===== src/rtl/contador16_cascade_pkg.sv =====
// contador16_cascade_pkg
//   Shared constants for the 16-bit cascaded counter: the mode encodings
//   used on MODO, the nibble-stage width and the number of stages.
package contador16_cascade_pkg;

   localparam int unsigned STAGE_W    = 4;
   localparam int unsigned NUM_STAGES = 4;

   typedef logic [1:0] modo_t;

   localparam modo_t MODE_UP1  = 2'b00;
   localparam modo_t MODE_DN1  = 2'b01;
   localparam modo_t MODE_DN3  = 2'b10;
   localparam modo_t MODE_LOAD = 2'b11;

endpackage


===== src/rtl/contador16_cascade_if.sv =====
// contador16_cascade_if
//   Bus between the 16-bit counter and the system driving/monitoring it.
//   master: drives ENB, MODO, entrada; observes salida and the four RCOs.
//   slave : the counter itself.
//   Signals:
//     ENB     global count/load enable
//     MODO    00 up+1, 01 down-1, 10 down-3, 11 parallel load
//     entrada parallel load data
//     salida  registered counter value
//     RCO, RCO162, RCO163, RCO164  carry/borrow out of stages 0..3
interface contador16_cascade_if;
   import contador16_cascade_pkg::*;

   logic        ENB;
   modo_t       MODO;
   logic [15:0] entrada;
   logic [15:0] salida;
   logic        RCO;
   logic        RCO162;
   logic        RCO163;
   logic        RCO164;

   modport master (
      output ENB, MODO, entrada,
      input  salida, RCO, RCO162, RCO163, RCO164
   );

   modport slave (
      input  ENB, MODO, entrada,
      output salida, RCO, RCO162, RCO163, RCO164
   );

endinterface


===== src/rtl/contador_nibble.sv =====
// contador_nibble
//   One 4-bit counter stage. Steps Q on the rising CLK edge when EN=1:
//   00 +1, 01 -1, 10 -3, 11 load D. Holds otherwise.
//   RCO is combinational and only asserted while EN=1; it flags that this
//   stage wraps on the coming edge so the next stage can step together.
//   Ports:
//     CLK      rising-edge clock
//     RESET_L  asynchronous active-low reset, clears Q
//     EN       stage enable
//     MODO     stage mode
//     D        load data
//     Q        registered stage value
//     RCO      carry/borrow out
module contador_nibble
   import contador16_cascade_pkg::*;
(
   input  logic               CLK,
   input  logic               RESET_L,
   input  logic               EN,
   input  modo_t              MODO,
   input  logic [STAGE_W-1:0] D,
   output logic [STAGE_W-1:0] Q,
   output logic               RCO
);

   logic [STAGE_W-1:0] q_q, q_d;

   always_ff @(posedge CLK or negedge RESET_L) begin
      if (!RESET_L) begin
         q_q <= '0;
      end else begin
         q_q <= q_d;
      end
   end

   always_comb begin
      q_d = q_q;
      RCO = 1'b0;
      if (EN) begin
         unique case (MODO)
            MODE_UP1: begin
               q_d = q_q + 4'd1;
               RCO = (q_q == 4'hF);
            end
            MODE_DN1: begin
               q_d = q_q - 4'd1;
               RCO = (q_q == 4'h0);
            end
            MODE_DN3: begin
               q_d = q_q - 4'd3;
               RCO = (q_q < 4'd3);
            end
            MODE_LOAD: begin
               q_d = D;
               RCO = 1'b0;
            end
            default: begin
               q_d = q_q;
               RCO = 1'b0;
            end
         endcase
      end
   end

   assign Q = q_q;

endmodule


===== src/rtl/contador16_cascade.sv =====
// contador16_cascade
//   16-bit multi-mode synchronous counter built from four contador_nibble
//   stages chained through their RCO outputs. Because each RCO reflects the
//   current cycle, all stages step on the same edge and the 16-bit result
//   is exact binary +1 / -1 / -3 / load.
//   Ports:
//     CLK      rising-edge clock
//     RESET_L  asynchronous active-low reset (salida -> 0)
//     bus      slave side of contador16_cascade_if (ENB, MODO, entrada in;
//              salida, RCO, RCO162, RCO163, RCO164 out)
module contador16_cascade
   import contador16_cascade_pkg::*;
(
   input  logic                 CLK,
   input  logic                 RESET_L,
   contador16_cascade_if.slave  bus
);

   // Scalars per stage (rather than vectors) keep the en/rco chain free of
   // apparent combinational self-loops.
   logic               en0, en1, en2, en3;
   logic               rco0, rco1, rco2, rco3;
   logic [STAGE_W-1:0] q0, q1, q2, q3;
   modo_t              modo_hi;
   logic               is_load;

   always_comb begin
      is_load = (bus.MODO == MODE_LOAD);
      // Down-3 only borrows at most one from the upper nibbles.
      modo_hi = (bus.MODO == MODE_DN3) ? MODE_DN1 : bus.MODO;
      en0     = bus.ENB;
      en1     = is_load ? bus.ENB : (bus.ENB & rco0);
      en2     = is_load ? bus.ENB : (bus.ENB & rco1);
      en3     = is_load ? bus.ENB : (bus.ENB & rco2);
   end

   contador_nibble u_stage0 (
      .CLK     (CLK),
      .RESET_L (RESET_L),
      .EN      (en0),
      .MODO    (bus.MODO),
      .D       (bus.entrada[3:0]),
      .Q       (q0),
      .RCO     (rco0)
   );

   contador_nibble u_stage1 (
      .CLK     (CLK),
      .RESET_L (RESET_L),
      .EN      (en1),
      .MODO    (modo_hi),
      .D       (bus.entrada[7:4]),
      .Q       (q1),
      .RCO     (rco1)
   );

   contador_nibble u_stage2 (
      .CLK     (CLK),
      .RESET_L (RESET_L),
      .EN      (en2),
      .MODO    (modo_hi),
      .D       (bus.entrada[11:8]),
      .Q       (q2),
      .RCO     (rco2)
   );

   contador_nibble u_stage3 (
      .CLK     (CLK),
      .RESET_L (RESET_L),
      .EN      (en3),
      .MODO    (modo_hi),
      .D       (bus.entrada[15:12]),
      .Q       (q3),
      .RCO     (rco3)
   );

   assign bus.salida = {q3, q2, q1, q0};
   assign bus.RCO    = rco0;
   assign bus.RCO162 = rco1;
   assign bus.RCO163 = rco2;
   assign bus.RCO164 = rco3;

endmodule


===== src/flat_wrapper.sv =====
// flat-port wrapper written by rule: the top's interface ports become plain ports
module contador16_cascade_flat import contador16_cascade_pkg::*;
  (CLK, RESET_L, bus_ENB, bus_MODO, bus_entrada, bus_salida, bus_RCO, bus_RCO162, bus_RCO163, bus_RCO164);
  contador16_cascade_if bus_i ();
  input  logic CLK;
  input  logic RESET_L;
  input wire logic [$bits(bus_i.ENB)-1:0] bus_ENB;
  input wire logic [$bits(bus_i.MODO)-1:0] bus_MODO;
  input wire logic [$bits(bus_i.entrada)-1:0] bus_entrada;
  output wire logic [$bits(bus_i.salida)-1:0] bus_salida;
  output wire logic [$bits(bus_i.RCO)-1:0] bus_RCO;
  output wire logic [$bits(bus_i.RCO162)-1:0] bus_RCO162;
  output wire logic [$bits(bus_i.RCO163)-1:0] bus_RCO163;
  output wire logic [$bits(bus_i.RCO164)-1:0] bus_RCO164;
  assign bus_i.ENB = bus_ENB;
  assign bus_i.MODO = bus_MODO;
  assign bus_i.entrada = bus_entrada;
  assign bus_salida = bus_i.salida;
  assign bus_RCO = bus_i.RCO;
  assign bus_RCO162 = bus_i.RCO162;
  assign bus_RCO163 = bus_i.RCO163;
  assign bus_RCO164 = bus_i.RCO164;
  contador16_cascade u_core (.CLK(CLK), .RESET_L(RESET_L), .bus(bus_i));
endmodule

===== config.mk =====
export PLATFORM = sky130hd
export DESIGN_NAME = contador16_cascade_flat
export DESIGN_NICKNAME = d
export VERILOG_FILES = /design/src/rtl/contador16_cascade_pkg.sv /design/src/rtl/contador16_cascade_if.sv /design/src/rtl/contador_nibble.sv /design/src/rtl/contador16_cascade.sv /design/src/flat_wrapper.sv
export SDC_FILE = /design/constraint.sdc
export NUM_CORES = 1
export LEC_CHECK = 0
export CAP_MARGIN = 20
export CORE_MARGIN = 5
export CORE_UTILIZATION = 25
export DETAILED_ROUTE_END_ITERATION = 10
export GPL_ROUTABILITY_DRIVEN = 0
export PLACE_DENSITY = 0.43
export SETUP_SLACK_MARGIN = 0.4
export SYNTH_ARGS = -nofsm -noshare
export SYNTH_HDL_FRONTEND = slang
export SYNTH_HIERARCHICAL = 1
export SYNTH_SLANG_ARGS = --single-unit

===== constraint.sdc =====
create_clock -name CLK -period 10 [get_ports CLK]
set_input_delay 1.5 -clock CLK [delete_from_list [all_inputs] [get_ports CLK]]
set_output_delay 1.5 -clock CLK [all_outputs]
set_load 0.02 [all_outputs]

==> flow_summary.json <==
{
  "grt_setup_unrepaired": "no",
  "area.sequential_um2": 400,
  "clk_tree_root_cell": "clkbuf_8",
  "synth-main-ff-cell": "dfrtp_1",
  "total_standard_cell_area_after_synthesis_um2": 1710,
  "grt_first_pass_wirelength_um": 7490,
  "final_core_occ": 0.315,
  "yosysWarnings": 6,
  "net-switching-power_w": 0.000169,
  "endpoint_kind": "output port",
  "start_util": 0.254,
  "antenna_violations_before_repair": 0,
  "cts.hold.buffers_added": 0,
  "cp_max_fo": 15,
  "cp_max_delay_cell": "clkdlybuf4s50_1",
  "power_frac_comb": 0.542,
  "setup_viol_count_final": 0,
  "drive_above_1_share": 0.0921,
  "p_sw_frac": 0.436,
  "cts_tree": "done",
  "timing.critical_path.slowest_cell_delay_ps": 670,
  "port_bufs": 40,
  "run_status": "finished clean",
  "layout.cells.non_filler": 308,
  "layout_worst_path_cycle_share": 0.704,
  "design.core.area_um2": 6720,
  "synthesis.instances": 205,
  "dp.final_hpwl_um": 3120,
  "synth_common_cells": "24 x a21oi_1, 16 x dfrtp_1, 16 x nand2_1",
  "p_per_area_nw_per_um2": 183,
  "die-width_um": 92.7,
  "most_used_cell_along_the_critical_path": "nor3b_1",
  "worstSkewPairLatency_ps": 240,
  "cp_data_arrival_time_ps": 5540,
  "internal_power_w": 0.000219,
  "worstHoldPathType": "reg2reg",
  "drt.antenna.violating_nets": 0,
  "fin_skew_ps": 1.26,
  "p_leak_nw": 0.808,
  "syn_nets": 238,
  "fillers": 698,
  "wl_um": 4440,
  "fin_hold_ws_ps": 701,
  "finalWorstPathRequiredPeriod_ps": 7040,
  "fp.dieArea_um2": 8590,
  "synth_top_cell_by_area": "dfrtp_1",
  "worstMarginPinSlew_ps": 819,
  "ctsLongestPathBuffers": 2,
  "max_transition_viols_final": 0,
  "gr-total-overflow": 0,
  "critical_path_class": "in2out",
  "power.share.sequential": 0.333,
  "cpLargestDelayFamily": "simple AND/OR/NAND/NOR gates",
  "drv_cap": 0,
  "yosys.area.top_type_share": 0.234,
  "start_kind": "input pin",
  "worst_setup_hold_path_clk_slew_ps": 60,
  "design.portCount": 41,
  "postSynthRegisterBits": 16,
  "cts.htree.levels": 1,
  "postCtsSetupBuffers": 0,
  "route.vias.total": 1578,
  "critical_path_required_ps": 8500,
  "netlist-cell-type-count": 32,
  "antenna-diode-count": 0,
  "max_freq_ghz": 0.142,
  "place.detailed.instances": 305,
  "post_cts_resize_count": 0,
  "num_rows": 30,
  "synth.area.top_cells": "dfrtp_1 23%, ha_1 8.8%, a21oi_1 7.0%",
  "layout-area-overhead-vs-synth_pct": 23.8,
  "drt_first_iter_violations": 114,
  "vdd_ir_drop_max_v": 0.0000482,
  "design.final.nets": 263,
  "synth_edf_count": 0,
  "cts.sinks": 16,
  "fin_setup_tns_ps": 0,
  "grt_usage": 0.106,
  "critical_path.n_buffers_inverters": 2,
  "grt_max_degree": 43,
  "yosysMostFrequentCell": "a21oi_1",
  "tritoncts.num_buffers": 3,
  "drt-vias-per-instance": 5.12,
  "synth_sequential_area_ratio": 0.234,
  "drt_pass1_iterations": 4,
  "clock_power_share": 0.125,
  "detail_route.drc_violations": 0,
  "reg2reg_setup_slack_ps": 6140,
  "maxSlewHeadroom": 0.452,
  "multi_input_comb_area_um2": 1130,
  "final_count_of_hold_timing_violations": 0,
  "first_global_vias": 1483,
  "post_drt_wl_per_cell_um": 14.4,
  "dieHeight_um": 92.7,
  "postSynth.asyncResetShare": 1.00,
  "sum_of_internal_switching_and_leakage_power_w": 0.000388,
  "syn_avg_cell_area_um2": 8.34,
  "chain_of_cells_forming_the_critical_path": "clkdlybuf4s50_1 > nor4b_1 > a21oi_1 > nor3b_1 > o21a_1 > nor3b_1 > o21a_1 > nor3b_1 > o21a_1 > nor3b_1 > clkdlybuf4s50_1"
}
## state kept, by name (all words and copies together), names as in the netlist
name / cells
u_core/u_stage0/Q: 4
u_core/u_stage1/Q: 4
u_core/u_stage2/Q: 4
u_core/u_stage3/Q: 4
## cell families after synthesis
family          Yosys count  synth area share
compound gates           67             0.256
simple gates             58             0.205
buf+inv                  32             0.105
xor+xnor                 12            0.0615
fa+ha+maj                12            0.0878
mux                       8            0.0498
flops                    16             0.234
## power groups by stage
stage                     clock network, W  registers [W]  logic (W)
after floorplan                          0       0.000128   0.000149
after global routing             0.0000537       0.000136   0.000234
after global placement                   0       0.000132   0.000213
after detailed placement                 0       0.000131   0.000209
final                            0.0000483       0.000129   0.000210
after CTS                        0.0000518       0.000129   0.000211
## final timing paths
path | from | endpoint | cells past startpoint
setup / recovery | bus_MODO[1] | bus_RCO164 | 11
hold / removal | u_core/u_stage0/Q[3] | u_core/u_stage0/Q[3] | 2
setup reg to reg | u_core/u_stage0/Q[0] | u_core/u_stage3/Q[2] | 12
hold reg to reg | u_core/u_stage0/Q[3] | u_core/u_stage0/Q[3] | 2
max in group asynchronous | RESET_L | u_core/u_stage0/Q[2] | 1
min in group asynchronous | RESET_L | u_core/u_stage2/Q[3] | 1
## metal layers
layer,part of all wire,up-vias,track usage
li1,-,804,-
met1,0.48,742,0.151
met2,0.47,30,0.167
met3,0.038,2,0.0154
met4,0.0083,0,0.0293
met5,0,-,0
## placed cells by master, fill, tap and decap left out, drive strengths merged
cell type	netlist	layout
clkdlybuf4s50	0	40
a21oi	24	24
dfrtp	16	16
nand2	16	16
nor2	12	12
a31oi	12	12
ha	12	12
inv	12	12
nor3b	8	8
xor2	8	8
xnor2	4	4
a311oi	4	4
o31ai	4	4
nor4b	4	4
nand4b	4	4
or4b	4	4
nand2b	4	4
nand3	4	4
o22ai	4	4
mux2	4	4
o2111ai	4	4
o221a	4	4
mux2i	4	4
o211ai	4	4
o21ai	4	4
clkbuf	12	3
o21a	3	3
and2	1	1
or2	1	1
## area by class of cell
class / count / area share
timing repair buffer: 40 / 0.189
sequential: 16 / 0.189
tap: 80 / 0.0473
clock buffer: 3 / 0.0195
inverter: 12 / 0.0213
multi-input combinational: 157 / 0.533
## worst register-to-register path, delay by kind of cell (launching register included)
family / cells / cell delay, ps
AO/OA/AOI/OAI: 6 / 1740
AND/OR/NAND/NOR: 4 / 940
flip-flops: 1 / 490
adder cells (fa/ha/maj): 1 / 300
multiplexers: 1 / 270
## metrics by stage
stage / area [um^2] / setup slack [ps]
after detailed placement: 2070 / 2990
after floorplan: 1710 / 2770
after global routing: 2120 / 2590
after global placement: 2070 / 3080
final: 2120 / 2960
after CTS: 2120 / 2960
Note: power is estimated with default switching activity, not from simulation.
